`src/rtl/rr_index_arbiter.sv`:
```
// Round-robin arbiter over 8 requesters that presents the winner as a binary
// index. A grant is held until the consumer acks it or until a hold timer
// expires. Every output comes straight from a flop.
//
// state | meaning
// ------+----------------------------------------------------------------
// IDLE  | no live grant; arbitrate on any non-zero req
// GRANT | gnt_idx is live; wait for gnt_ack or hold-timer expiry
module rr_index_arbiter #(
   parameter int TIMEOUT = 15
) (
   input  logic       clk,
   input  logic       rst,
   input  logic [7:0] req,
   input  logic       gnt_ack,
   output logic       gnt_valid,
   output logic [2:0] gnt_idx,
   output logic       gnt_timeout
);

   typedef enum logic {IDLE, GRANT} state_t;

   // Last timer value before a forced release.
   localparam logic [7:0] TIMER_LAST = 8'(TIMEOUT - 1);

   state_t     state_q, state_d;
   logic [2:0] ptr_q, ptr_d;
   logic [7:0] timer_q, timer_d;
   logic       valid_q, valid_d;
   logic [2:0] idx_q, idx_d;
   logic       tmo_q, tmo_d;
   logic [2:0] winner;
   logic [2:0] cand;

   // Search ptr, ptr+1, ... ptr+7 (mod 8). Walking the offsets from high to
   // low lets the nearest set bit overwrite any farther one.
   always_comb begin
      winner = ptr_q;
      cand   = ptr_q;
      for (int k = 7; k >= 0; k--) begin
         cand = ptr_q + 3'(k);
         if (req[cand]) winner = cand;
      end
   end

   // Next-state and next-output logic. Ack beats timeout when both apply.
   always_comb begin
      state_d = state_q;
      ptr_d   = ptr_q;
      timer_d = timer_q;
      valid_d = 1'b0;
      idx_d   = idx_q;
      tmo_d   = 1'b0;
      unique case (state_q)
         IDLE: begin
            if (req != 8'd0) begin
               state_d = GRANT;
               valid_d = 1'b1;
               idx_d   = winner;
               timer_d = 8'd0;
            end
         end
         GRANT: begin
            if (gnt_ack) begin
               state_d = IDLE;
               ptr_d   = idx_q + 3'd1;
            end else if (timer_q == TIMER_LAST) begin
               state_d = IDLE;
               ptr_d   = idx_q + 3'd1;
               tmo_d   = 1'b1;
            end else begin
               valid_d = 1'b1;
               timer_d = timer_q + 8'd1;
            end
         end
         default: begin
            state_d = IDLE;
         end
      endcase
   end

   // State and output registers; reset wins over everything.
   always_ff @(posedge clk) begin
      if (rst) begin
         state_q <= IDLE;
         ptr_q   <= 3'd0;
         timer_q <= 8'd0;
         valid_q <= 1'b0;
         idx_q   <= 3'd0;
         tmo_q   <= 1'b0;
      end else begin
         state_q <= state_d;
         ptr_q   <= ptr_d;
         timer_q <= timer_d;
         valid_q <= valid_d;
         idx_q   <= idx_d;
         tmo_q   <= tmo_d;
      end
   end

   assign gnt_valid   = valid_q;
   assign gnt_idx     = idx_q;
   assign gnt_timeout = tmo_q;

endmodule

```
`config.mk`:
```
export PLATFORM = sky130hd
export DESIGN_NAME = rr_index_arbiter
export DESIGN_NICKNAME = d
export VERILOG_FILES = /design/src/rtl/rr_index_arbiter.sv
export SDC_FILE = /design/constraint.sdc
export NUM_CORES = 1
export LEC_CHECK = 0
export CAP_MARGIN = 25
export CORE_UTILIZATION = 55
export DETAILED_ROUTE_END_ITERATION = 10
export GPL_ROUTABILITY_DRIVEN = 0
export GPL_TIMING_DRIVEN = 0
export PLACE_DENSITY = 0.85
export SLEW_MARGIN = 10
export SYNTH_ARGS = -nofsm -noshare
export SYNTH_HDL_FRONTEND = slang
export SYNTH_SLANG_ARGS = --single-unit
```
`constraint.sdc`:
```
create_clock -name clk -period 4.9 [get_ports clk]
set_clock_uncertainty 0.1 [all_clocks]
set_input_delay 0.98 -clock clk [delete_from_list [all_inputs] [get_ports clk]]
set_output_delay 0.98 -clock clk [all_outputs]
set_load 0.01 [all_outputs]
```
# Yosys cells after proc, flatten, opt, wreduce, memory -nomap -nowiden
# Index checks and enable logic that the tools add are counted.
word_totals:
  in_bits: 11
  elab_cells: 68
  reg_bits: 16
  out_inout_bits: 5
op_classes:
  magnitude_cmp: 8
  mux: 35
  n_addsub: 9
  bitwise: 1
  n_reduce_logical: 6
  n_eq_ne: 4
ops:
  columns: ["op", "n"]
  rows:
  - ["< comparator 3 x 4 -> 1 bit, second input constant", 8]
  - ["two-way mux 3 bit", 10]
  - ["binary-select mux 1 bit (select 3 bit)", 8]
  - ["two-way mux 8 bit", 3]
  - ["case mux 8 bit (2 select lines)", 1]
  - ["adder 3 bit, second input constant", 4]
  - ["two-way mux 1 bit", 12]
  - ["adder 8 x 1 -> 8 bit, second input constant", 1]
  - ["equality test 8 x 4 -> 1 bit, second input constant", 1]
  - ["nonzero test 8 bit", 1]
  - ["adder 3 x 1 -> 3 bit, second input constant", 2]
  - ["adder 3 x 2 -> 3 bit, second input constant", 2]
  - ["!= test 2 bit, second input constant", 3]
  - ["AND reduction 2 bit", 2]
  - ["AND reduction 3 bit", 1]
  - ["OR reduction 3 bit", 1]
  - ["case mux 1 bit (2 select lines)", 1]
  - ["nonzero test 2 bit", 1]
  - ["inverter 1 bit", 1]

# Depth between registers and ports, before layout
depth:
  ltp_word: 11
  depth_mapped: 11

# Worst setup path after synthesis
# Ideal clock, no wire load.
synth_timing:
  path_type: "reg-to-reg"
  startpoint: "reg ptr_q[1]"
  endpoint: "reg idx_q[1] (netlist: gnt_idx[1])"
  t_required_ns: 4.737
  arrival_time_ns: 2.844
  path_buffers: 2
  setup_slack_ns: 1.892
  path_stages_with_launch: 11
  path_cell_list: "dfxtp_1 buf_2 clkinv_1 ha_1 buf_2 mux4_2 mux2_2 and2_0 a2111oi_1 o311ai_0 nand3_1"
synth_via:
  elab_chain_len: 11
synth_lines:
  columns: ["element", "line", "rtl"]
  rows:
  - ["start, declared", "27", "logic [2:0] ptr_q, ptr_d;"]
  - ["start signal, assigned", "93", "ptr_q <= ptr_d;"]
  - ["adder 3 bit", "41", "cand = ptr_q + 3'(k);"]
  - ["binary-select mux 1 bit (select 3 bit)", "42", "if (req[cand]) winner = cand;"]
  - ["two-way mux 1 bit (not written as such)", "42", null]
  - ["two-way mux 3 bit (7 in a row)", "42", null]
  - ["two-way mux 3 bit *", "42", null]
  - ["end signal, assigned", "96", "idx_q <= idx_d;"]
  - ["end, declared", "30", "logic [2:0] idx_q, idx_d;"]
# Every way passes the cells marked *; elsewhere a longest branch is shown, timed or not. The select of a mux whose other input is x is not followed.
# A chain may end at the register's enable or synchronous reset.

# Worst setup path after layout
# Ends and elaborated chain as after synthesis.

==> key figures <==
Run status
  – Outcome: finished, final reports clean

Pwr
  – Net switching power: about 0.00016 W
  – Pwr/cell area: 240 nW/µm²
  – Clk network pwr share: 0.195
  – P_leak: around 0.68 nW
  – VDD IR max: 216 µV
  – Combinational power share: 0.478
  – Total internal power: roughly 0.00028 W
  – Switching Share: 0.367
  – Sequential share of power: 0.327

Timing
  – Worst slew slack as a fraction of its limit: 0.660
  – Number of slew-limit violations in the final report: 0
  – Setup violations, final: 0
  – Period utilization: 0.759
  – Minimum clock period after layout: 3.72 ns
  – Tightest Pin Transition: a little over 0.5 ns
  – Setup ws final: 1.18 ns
  – Setup TNS: 0 ns
  – RSZ-0062 raised after global routing: no
  – Achievable Freq: approximately 270 MHz
  – Hold Vio Cnt, Final: 0

Cells and area
  – Footprint of the multi-input gates: around 1200 µm²
  – Area added between synthesis and finish: 13.9%
  – Ratio of cells with drive above 1 in the final layout: 0.167
  – FF/Latch Area: approximately 320 µm²
  – Ant. Diodes: 0
  – Net count of the finished layout: 220
  – Number of filler cells placed in the layout: approximately 220

Worst setup path
  – Cell seen most often among critical-path stages: buf_2
  – Kind of critical path: reg2reg
  – Required @ worst endpoint: just over 5 ns
  – CP max-delay cell: a2111oi_1
  – Crit-path max cell delay: 0.51 ns
  – Worst path cell trace: buf_2 -> clkinv_1 -> ha_1 -> buf_2 -> mux4_2 -> mux2_2 -> and2_0 -> a2111oi_1 -> o221ai_1 -> nand3_1
  – Endpoint arrival time on the critical path: between 3 and 4 ns
  – Endpoint type of the worst setup path: flip-flop
  – Launching element type of the critical path: flip-flop
  – Maximum fanout encountered on the critical timing path: 10

Detailed routing
  – Detailed router's first-iteration violation count: between 80 and 90
  – # DRC: 0
  – Number of nets still failing antenna checks after routing: 0
  – DR vias: around 1,600
  – WL per Instance: between 15 and 20 µm
  – Wirelength, routed: 4150 µm
  – Via density: between 6 and 7
  – Drt first pass iters: 4

Floorplanning
  – # rows: 19
  – # IOs: 16
  – Floorplan die width: roughly 56 µm
  – Core region area: 2780 µm²
  – Initial cell density of the core: 0.583
  – DIE AREA: approximately 3200 µm²
  – Height of the die: between 50 and 60 µm

Synthesis
  – #FFs+latches synth: 16
  – Average cell area after synthesis: between 8 and 9 µm²
  – Number of warnings issued by yosys: 0
  – Cell with the most instances after synthesis: nor2_1
  – Share of synthesized registers carrying an async set or reset: 0
  – Portion of the post-synthesis area used by sequential elements: 0.198
  – Net Count, Synth: 200
  – Top cell type by total area after synthesis: dfxtp_1
  – Flip-flop cell with the highest count after synthesis: dfxtp_1
  – Number of unique standard cell types used by synthesis: 49
  – Cell types occupying the most area after synthesis: dfxtp_1, mux4_2, nor2_1
  – Post-Synthesis Cells: roughly 180
  – List of most frequent post-synthesis cells: nor2_1, dfxtp_1, mux4_2
  – Number of enable flip-flop cells after synthesis: 0
  – Share of the synthesized area in the top cell type: 0.198
  – Post-Syn Area: 1620 µm²

Clock tree
  – CTS Sinks: 16
  – Clock-pin slew on the worst setup and hold paths: roughly 0.090 ns
  – Post-CTS setup-driven buffer insertion count: 0
  – Number of hold-repair buffers added at the cts stage: 0
  – H-tree levels: 1
  – Maximum buffer depth of the clock tree: 2
  – Worst-Skew Late Latency: a little under 0.3 ns
  – CTS tree: built
  – Root cell of the clock tree: clkbuf_4
  – Cts repair resizes: 0
  – Total CTS buffers: 3

Placed design
  – Post-Place Worst Slack: 1.27 ns
  – Half-perimeter wire length of the detailed placement result: around 3100 µm
  – Number of port buffers: 15

GRT
  – Largest net degree at the start of global routing: 11
  – Total global routing track utilization: 0.281
  – Vias in the first global route: 1,515
  – Number of antenna violations at the first check in global routing: 0
  – First-pass GRT wire length: around 7100 µm
  – Residual overflow from global routing: 0

Worst hold path
  – Path type of the worst min-delay path: reg2reg

Job
  – Max-cap viol count: 0
cell usage in the layout (no fill, tap or decap), drive strengths merged, types with 3 or more instances in the layout:
cell and n:
a211oi 4, a21oi 14, a31oi 4, and2 5, buf 8, clkbuf 6, clkdlybuf4s50 15, dfxtp 16
ha 5, inv 8, mux2 3, mux2i 8, mux4 14, nand2 6, nand3 9, nor2 27
nor4 4, o21ai 3, xnor2 4, xor2 6
final timing paths:
kind	depth (start not counted)	start	slack, ns	endpoint
max	10	ptr_q[1]	1.18	gnt_idx[1]
min	2	gnt_idx[0]	0.44	gnt_idx[0]
max reg2reg	10	ptr_q[1]	1.18	gnt_idx[1]
min reg2reg	2	gnt_idx[0]	0.44	gnt_idx[0]
power by group through the flow:
stage          clock network (W)  registers, W  logic, W
2_1_floorplan                  0      0.000148  0.000150
3_3_place_gp                   0      0.000148  0.000199
3_5_place_dp                   0      0.000148  0.000206
4_1_cts                0.0000888      0.000145  0.000208
5_1_grt                0.0000935      0.000147  0.000230
6_report               0.0000865      0.000145  0.000212
critical path: cells and delay by family (launching register included):
kind	cells	cell delay, ns
muxes	2	0.72
adders and majority gates	1	0.45
and+or+nand+nor	2	0.28
AOI/OAI and AO/OA	2	0.78
buffers and inverters	3	0.86
DFF	1	0.47
kinds of logic after synthesis:
| kind of cell | count (synthesis) | synth area share |
|---|---|---|
| xor gates and xnor gates | 10 | 0.0540 |
| buffers and inverters | 19 | 0.0571 |
| AOI/OAI and AO/OA | 49 | 0.213 |
| muxes | 25 | 0.265 |
| and+or+nand+nor | 60 | 0.175 |
| adders and majority gates | 5 | 0.0386 |
| DFF | 16 | 0.198 |
area by class of cell:
type / instances / share of cell area
multi-input combinational: 149 / 0.654
sequential: 16 / 0.173
timing repair buffer: 15 / 0.0813
buffer: 10 / 0.0318
tap: 31 / 0.0210
clock buffer: 4 / 0.0196
inverter: 9 / 0.0183
sequential cells by signal (all words and copies together) (netlist names):
name and cells:
timer_q 8, gnt_timeout 1, gnt_valid 1, ptr_q 3, gnt_idx 3
metal layers:
layer  wire, µm  share of wire  GRT usage  vias to the layer above
li1           -              -          -                      746
met1       1830           0.44      0.400                      797
met2       1990           0.48      0.439                       75
met3        266          0.064     0.0461                       11
met4         65          0.016     0.0906                        0
met5          0              0          0                        -
through the flow:
step                      instances  total power (W)  cell area [µm²]  hold WS, ns  utilization
after floorplan                 184         0.000298             1620        0.380            -
after CTS                       234         0.000442             1850        0.443        0.664
after global routing            234         0.000470             1850        0.485        0.664
after detailed placement        230         0.000355             1810        0.411        0.651
after global placement          230         0.000347             1810        0.404        0.651
final                           234         0.000444             1850        0.440        0.664
No activity file was read; power rests on OpenSTA's default activity.
